File: config.mk
export PLATFORM = sky130hd
export DESIGN_NAME = pipelined_bla_sub16
export DESIGN_NICKNAME = d
export VERILOG_FILES = /design/src/rtl/pipelined_bla_sub16.sv
export SDC_FILE = /design/constraint.sdc
export NUM_CORES = 1
export LEC_CHECK = 0
export ABC_AREA = 1
export CORE_MARGIN = 2
export CORE_UTILIZATION = 55
export DETAILED_ROUTE_END_ITERATION = 10
export GPL_ROUTABILITY_DRIVEN = 0
export MAX_ROUTING_LAYER = met4
export PLACE_DENSITY = 0.79
export SYNTH_ARGS = -nofsm -noshare
export SYNTH_HDL_FRONTEND = slang
export SYNTH_SLANG_ARGS = --single-unit
export TNS_END_PERCENT = 20
File: constraint.sdc
create_clock -name clk -period 3.45 [get_ports clk]
set_input_delay 0.69 -clock clk [delete_from_list [all_inputs] [get_ports clk]]
set_output_delay 0.69 -clock clk [all_outputs]
set_load 0.03 [all_outputs]
File: src/rtl/pipelined_bla_sub16.sv
// Four-stage 16-bit subtractor: each stage resolves one 4-bit borrow-lookahead slice.
// A single advance signal stalls every stage when the output is valid and not taken.
module pipelined_bla_sub16 (
  input  logic        clk,
  input  logic        rst_n,
  input  logic        in_valid,
  output logic        in_ready,
  input  logic [15:0] a,
  input  logic [15:0] b,
  input  logic        bin,
  output logic        out_valid,
  input  logic        out_ready,
  output logic [15:0] diff,
  output logic        bout,
  output logic        ovf
);

  // Returns {borrow_out, diff[3:0]}; every borrow is a flat lookahead term.
  function automatic logic [4:0] slice4(input logic [3:0] x, input logic [3:0] y,
                                        input logic c0);
    logic [3:0] g;
    logic [3:0] p;
    logic [4:0] c;
    g    = ~x & y;
    p    = ~(x ^ y);
    c[0] = c0;
    c[1] = g[0] | (p[0] & c0);
    c[2] = g[1] | (p[1] & g[0]) | (p[1] & p[0] & c0);
    c[3] = g[2] | (p[2] & g[1]) | (p[2] & p[1] & g[0]) | (p[2] & p[1] & p[0] & c0);
    c[4] = g[3] | (p[3] & g[2]) | (p[3] & p[2] & g[1]) | (p[3] & p[2] & p[1] & g[0])
         | (p[3] & p[2] & p[1] & p[0] & c0);
    return {c[4], x ^ y ^ c[3:0]};
  endfunction

  logic        adv;

  logic        s0_v_q, s0_br_q, s0_a15_q, s0_b15_q;
  logic [3:0]  s0_diff_q;
  logic [11:0] s0_a_q, s0_b_q;

  logic        s1_v_q, s1_br_q, s1_a15_q, s1_b15_q;
  logic [7:0]  s1_diff_q;
  logic [7:0]  s1_a_q, s1_b_q;

  logic        s2_v_q, s2_br_q, s2_a15_q, s2_b15_q;
  logic [11:0] s2_diff_q;
  logic [3:0]  s2_a_q, s2_b_q;

  logic        s3_v_q, s3_br_q, s3_ovf_q;
  logic [15:0] s3_diff_q;

  logic [4:0]  s0_d, s1_d, s2_d, s3_d;
  logic        s3_ovf_d;

  assign adv      = !s3_v_q | out_ready;
  assign in_ready = adv;

  assign s0_d = slice4(a[3:0], b[3:0], bin);
  assign s1_d = slice4(s0_a_q[3:0], s0_b_q[3:0], s0_br_q);
  assign s2_d = slice4(s1_a_q[3:0], s1_b_q[3:0], s1_br_q);
  assign s3_d = slice4(s2_a_q, s2_b_q, s2_br_q);

  // Sign bits travel alongside so overflow needs no operand bits from S3 inputs.
  assign s3_ovf_d = (s2_a15_q ^ s2_b15_q) & (s3_d[3] ^ s2_a15_q);

  always_ff @(posedge clk or negedge rst_n) begin
    if (!rst_n) begin
      s0_v_q    <= 1'b0;
      s0_br_q   <= 1'b0;
      s0_a15_q  <= 1'b0;
      s0_b15_q  <= 1'b0;
      s0_diff_q <= '0;
      s0_a_q    <= '0;
      s0_b_q    <= '0;
      s1_v_q    <= 1'b0;
      s1_br_q   <= 1'b0;
      s1_a15_q  <= 1'b0;
      s1_b15_q  <= 1'b0;
      s1_diff_q <= '0;
      s1_a_q    <= '0;
      s1_b_q    <= '0;
      s2_v_q    <= 1'b0;
      s2_br_q   <= 1'b0;
      s2_a15_q  <= 1'b0;
      s2_b15_q  <= 1'b0;
      s2_diff_q <= '0;
      s2_a_q    <= '0;
      s2_b_q    <= '0;
      s3_v_q    <= 1'b0;
      s3_br_q   <= 1'b0;
      s3_ovf_q  <= 1'b0;
      s3_diff_q <= '0;
    end else if (adv) begin
      s0_v_q    <= in_valid;
      s0_br_q   <= s0_d[4];
      s0_diff_q <= s0_d[3:0];
      s0_a_q    <= a[15:4];
      s0_b_q    <= b[15:4];
      s0_a15_q  <= a[15];
      s0_b15_q  <= b[15];

      s1_v_q    <= s0_v_q;
      s1_br_q   <= s1_d[4];
      s1_diff_q <= {s1_d[3:0], s0_diff_q};
      s1_a_q    <= s0_a_q[11:4];
      s1_b_q    <= s0_b_q[11:4];
      s1_a15_q  <= s0_a15_q;
      s1_b15_q  <= s0_b15_q;

      s2_v_q    <= s1_v_q;
      s2_br_q   <= s2_d[4];
      s2_diff_q <= {s2_d[3:0], s1_diff_q};
      s2_a_q    <= s1_a_q[7:4];
      s2_b_q    <= s1_b_q[7:4];
      s2_a15_q  <= s1_a15_q;
      s2_b15_q  <= s1_b15_q;

      s3_v_q    <= s2_v_q;
      s3_br_q   <= s3_d[4];
      s3_diff_q <= {s3_d[3:0], s2_diff_q};
      s3_ovf_q  <= s3_ovf_d;
    end
  end

  assign out_valid = s3_v_q;
  assign diff      = s3_diff_q;
  assign bout      = s3_br_q;
  assign ovf       = s3_ovf_q;

endmodule
## Word-level counts from Yosys, hierarchy flattened

Cells that the tools add are included.
Widths: inputs -> output; s select.

| storage, ports and cells | value |
|---|---|
| flip-flop bits (word level) | 103 |
| bits in latches | 0 |
| RAM bits | 0 |
| bits in read-only memories | 0 |
| bits of input ports | 37 |
| output and inout bits | 20 |
| word-level logic and storage cells | 154 |
| memories kept | 0 |

| cells by class | value |
|---|---|
| add/sub/neg operators | 0 |
| multipliers | 0 |
| div/mod/pow operators | 0 |
| $lt $le $gt $ge | 0 |
| equality and inequality tests | 0 |
| shifts and indexed selects | 0 |
| muxes and demuxes | 0 |
| bitwise operators | 128 |
| reductions and logical operators | 1 |

Operators with widths:

| cell | count |
|---|---|
| $and 1x1->1 | 65 |
| $or 1x1->1 | 41 |
| $not 4->4 | 8 |
| $xor 4x4->4 | 8 |
| $and 4x4->4 | 4 |
| $xor 1x1->1 | 2 |
| $logic_not 1->1 | 1 |

## Depth between registers and ports, before layout

| logic depth | value |
|---|---|
| word-level depth | 9 |
| depth in mapped cells | 10 |
| mapped depth without buffers | 10 |

## Least setup slack after synthesis

Ideal clock, no wire load.

| timing path | value |
|---|---|
| kind | input -> output |
| from | input port out_ready |
| to | output port in_ready |
| arrival | 1.276 ns |
| path slack | 1.484 ns |
| cell stages on the path | 4 |
| buffers on the path | 2 |
| path through | nor2_4 -> inv_2 -> buf_4 -> buf_2 |

| on the way | value |
|---|---|
| cells in the longest elaborated chain, start to end | 1 |

RTL lines:

| what | RTL line | text |
|---|---|---|
| start: declaration | 12 | `input logic out_ready,` |
| $or 1x1->1 | 55 | `assign adv = !s3_v_q \| out_ready;` |
| end: declaration | 7 | `output logic in_ready,` |

Every way passes these cells.

## Worst setup path in the final report

Ends and elaborated chain as after synthesis.

==> results.md <==
- Run status: complete, no violations
- Top cells by area, synth: dfrtp_1, nand2_1, ha_1, inv_1, o21ai_1
- GRT Resource Usage Total: 0.2075
- Crit end category: primary output
- Synth Flop Type: dfrtp_1
- Measured slew at the worst slew-check pin: 0.9611 ns
- CTS sink count: 97
- Pwr dens: 889.5 nW/um^2
- Core Rows: 32
- Antenna viol nets, final: 0
- Starting Density: 0.5612
- Post-DP Area: 4911 um^2
- Syn-to-layout area delta: 18.95%
- H-tree depth: 3
- Final Skew: 0.008179 ns
- Area of the mapped netlist: 4292 um^2
- Peak Freq: 463.6 MHz
- Vias in the first global route: 3240
- Initial antenna violation count: 0
- Synth top cells by count: nand2_1, dfrtp_1, inv_1, o21ai_1, nor2_1
- Hold_buf cts: 0
- RSZ-0062 raised after global routing: no
- Leakage power: 2.604 nW
- Crit path DAT: 1.47 ns
- DRT Wirelength: about 7700 um
- Avg Inst Size Synth: 8.670 um^2
- Buffers from clock root to sink, at most: 2
- Min-Delay Path Class: input pin to asynchronous set/reset pin
- WL per Instance: 11.77 um
- Synth cell types: 20
- Vias per cell: 4.883
- I/O pin count: 57
- Largest net degree at the start of global routing: 105
- Setup CP Type: input pin to primary output
- Ant diodes: 0
- Grt ovf: 0
- Final instance area: 5105 um^2
- Syn_nets: 552
- Crit path launch type: input pin
- Initial DRC count: 176
- Final worst path period share: 0.6253
- Max Cap Violations: 0
- Yosys Warn Count: 0
- EDFF count, synth: 0
- First-pass iteration count of the detailed router: 4
- Core outline area: 7647 um^2
- Final slew viol count: 0
- Hpwl dp: just over 5000 um
- First-pass GRT wire length: 13800 um
- Resized cells post-CTS: 0
- Crit Path Max Fanout: 2
- Count leader, synth: nand2_1
- Via count: between 3k and 4k
- Area of the die: 8526 um^2
- Mapped Cells: between 400 and 500
- Relative slew slack: 0.3592
- Setup_tns: 0 ns
- Remaining DRCs: 0
- Worst-path clk slew: 0.09 ns
- Synth top area share: 0.5656
- Leading area contributor after synthesis: dfrtp_1
- Final nets: 603
- Final-report hold violation count: 0
- Setup Buffers After CTS: 0
- Max IR drop VDD: ~0.00033 V
- FILL cells: 618
- # setup viols final: 0
- Die H: 92.34 um
- #FFs+latches synth: 97
- Worst endpoint required time: ~2.8 ns
- Worst skew pair latency: 0.35 ns
- IO Port Bufs: 56
- Post-synth ARST share: 1.000
- Final worst setup slack: 1.293 ns
- Placement Setup Slack: 1.034 ns
- Register area share after synthesis: 0.5656
- Layout cells sized above 1: 0.04007
- CTS buffer count: 9
- Root Driver: clkbuf_8
- TritonCTS clock tree: yes
- Die Span X: 92.34 um
- Tmin final: 2.157 ns
- Final design utilization: 0.6675
==> per-layer routing <==
| metal | up-vias | track usage | share of wire |
|---|---|---|---|
| met5 | - | - | 0 |
| met3 | 10 | 0.02441 | 0.032 |
| met2 | 52 | 0.3510 | 0.50 |
| li1 | 1633 | - | - |
| met1 | 1484 | 0.2499 | 0.45 |
| met4 | 0 | 0.09950 | 0.018 |
==> flip-flops by register name, summed over array words and instances (netlist names), 3 cells and up <==
signal     cells
diff          16
s2_diff_q     12
s0_a_q        11
s0_b_q        11
s1_diff_q      8
s1_a_q         7
s1_b_q         7
s0_diff_q      4
s2_a_q         3
s2_b_q         3
==> layout make-up <==
cell class	instances	area, um^2	area share
Timing Repair Buffer	60	585.6	0.1147
Multi-Input combinational cell	323	1564	0.3064
Tap cell	102	127.6	0.02500
Clock inverter	2	38.79	0.007598
Sequential cell	97	2427	0.4755
Clock buffer	12	155.1	0.03039
Inverter	55	206.4	0.04044
==> where the power goes <==
| part | switching, mW | internal [mW] | total (mW) |
|---|---|---|---|
| sequential | 0.250 | 1.63 | 1.88 |
| combinational | 1.17 | 0.760 | 1.93 |
| clock | 0.359 | 0.369 | 0.728 |
==> cell families after synthesis <==
kind of cell    share of synthesized area
flops                              0.5656
buf+inv                           0.06997
xor+xnor                         0.008162
simple gates                       0.2195
fa+ha+maj                         0.06531
compound gates                    0.07143
==> per-stage QoR <==
stage	instances	hold slack, ns	total power [mW]
global route	651	0.3738	4.948
detailed placement	637	0.4546	3.834
CTS	651	0.3448	4.571
floorplan	495	0.3944	3.251
global placement	637	0.4515	3.730
finish	651	0.3261	4.541
==> cell usage in the layout, fill, tap and decap left out <==
cell             instances
clkbuf_1                 1
nand4_1                  5
nand3b_1                 3
nand3_1                 14
xnor2_1                  4
nor2_4                   1
o21ai_1                 31
o21ai_0                 16
clkinv_4                 1
clkdlybuf4s50_1         54
a31oi_1                  1
a21oi_1                 13
inv_1                   53
nor2_1                  19
fa_1                     4
clkbuf_8                11
buf_4                    6
nand2_1                196
bufinv_16                1
inv_2                    2
dfrtp_1                 97
ha_1                    16
==> worst max-delay path: stages <==
cell and delay [ns]:
clkdlybuf4s50_1 0.45, nor2_4 0.13, inv_2 0.04, buf_4 0.16
==> final timing paths <==
path	start	to	slack (ns)	cells past startpoint
max in group asynchronous	rst_n	s1_b_q[0]$_DFFE_PN0P_	2.36	2
min in group clk	s0_diff_q[2]$_DFFE_PN0P_	s1_diff_q[2]$_DFFE_PN0P_	0.47	2
worst min-delay path	rst_n	s2_a_q[2]$_DFFE_PN0P_	0.33	1
worst min register to register	s0_diff_q[2]$_DFFE_PN0P_	s1_diff_q[2]$_DFFE_PN0P_	0.47	2
worst max register to register	out_valid$_DFFE_PN0P_	s0_br_q$_DFFE_PN0P_	1.76	6
worst max-delay path	out_ready	in_ready	1.29	4
Power figures use the tool's default switching activity.
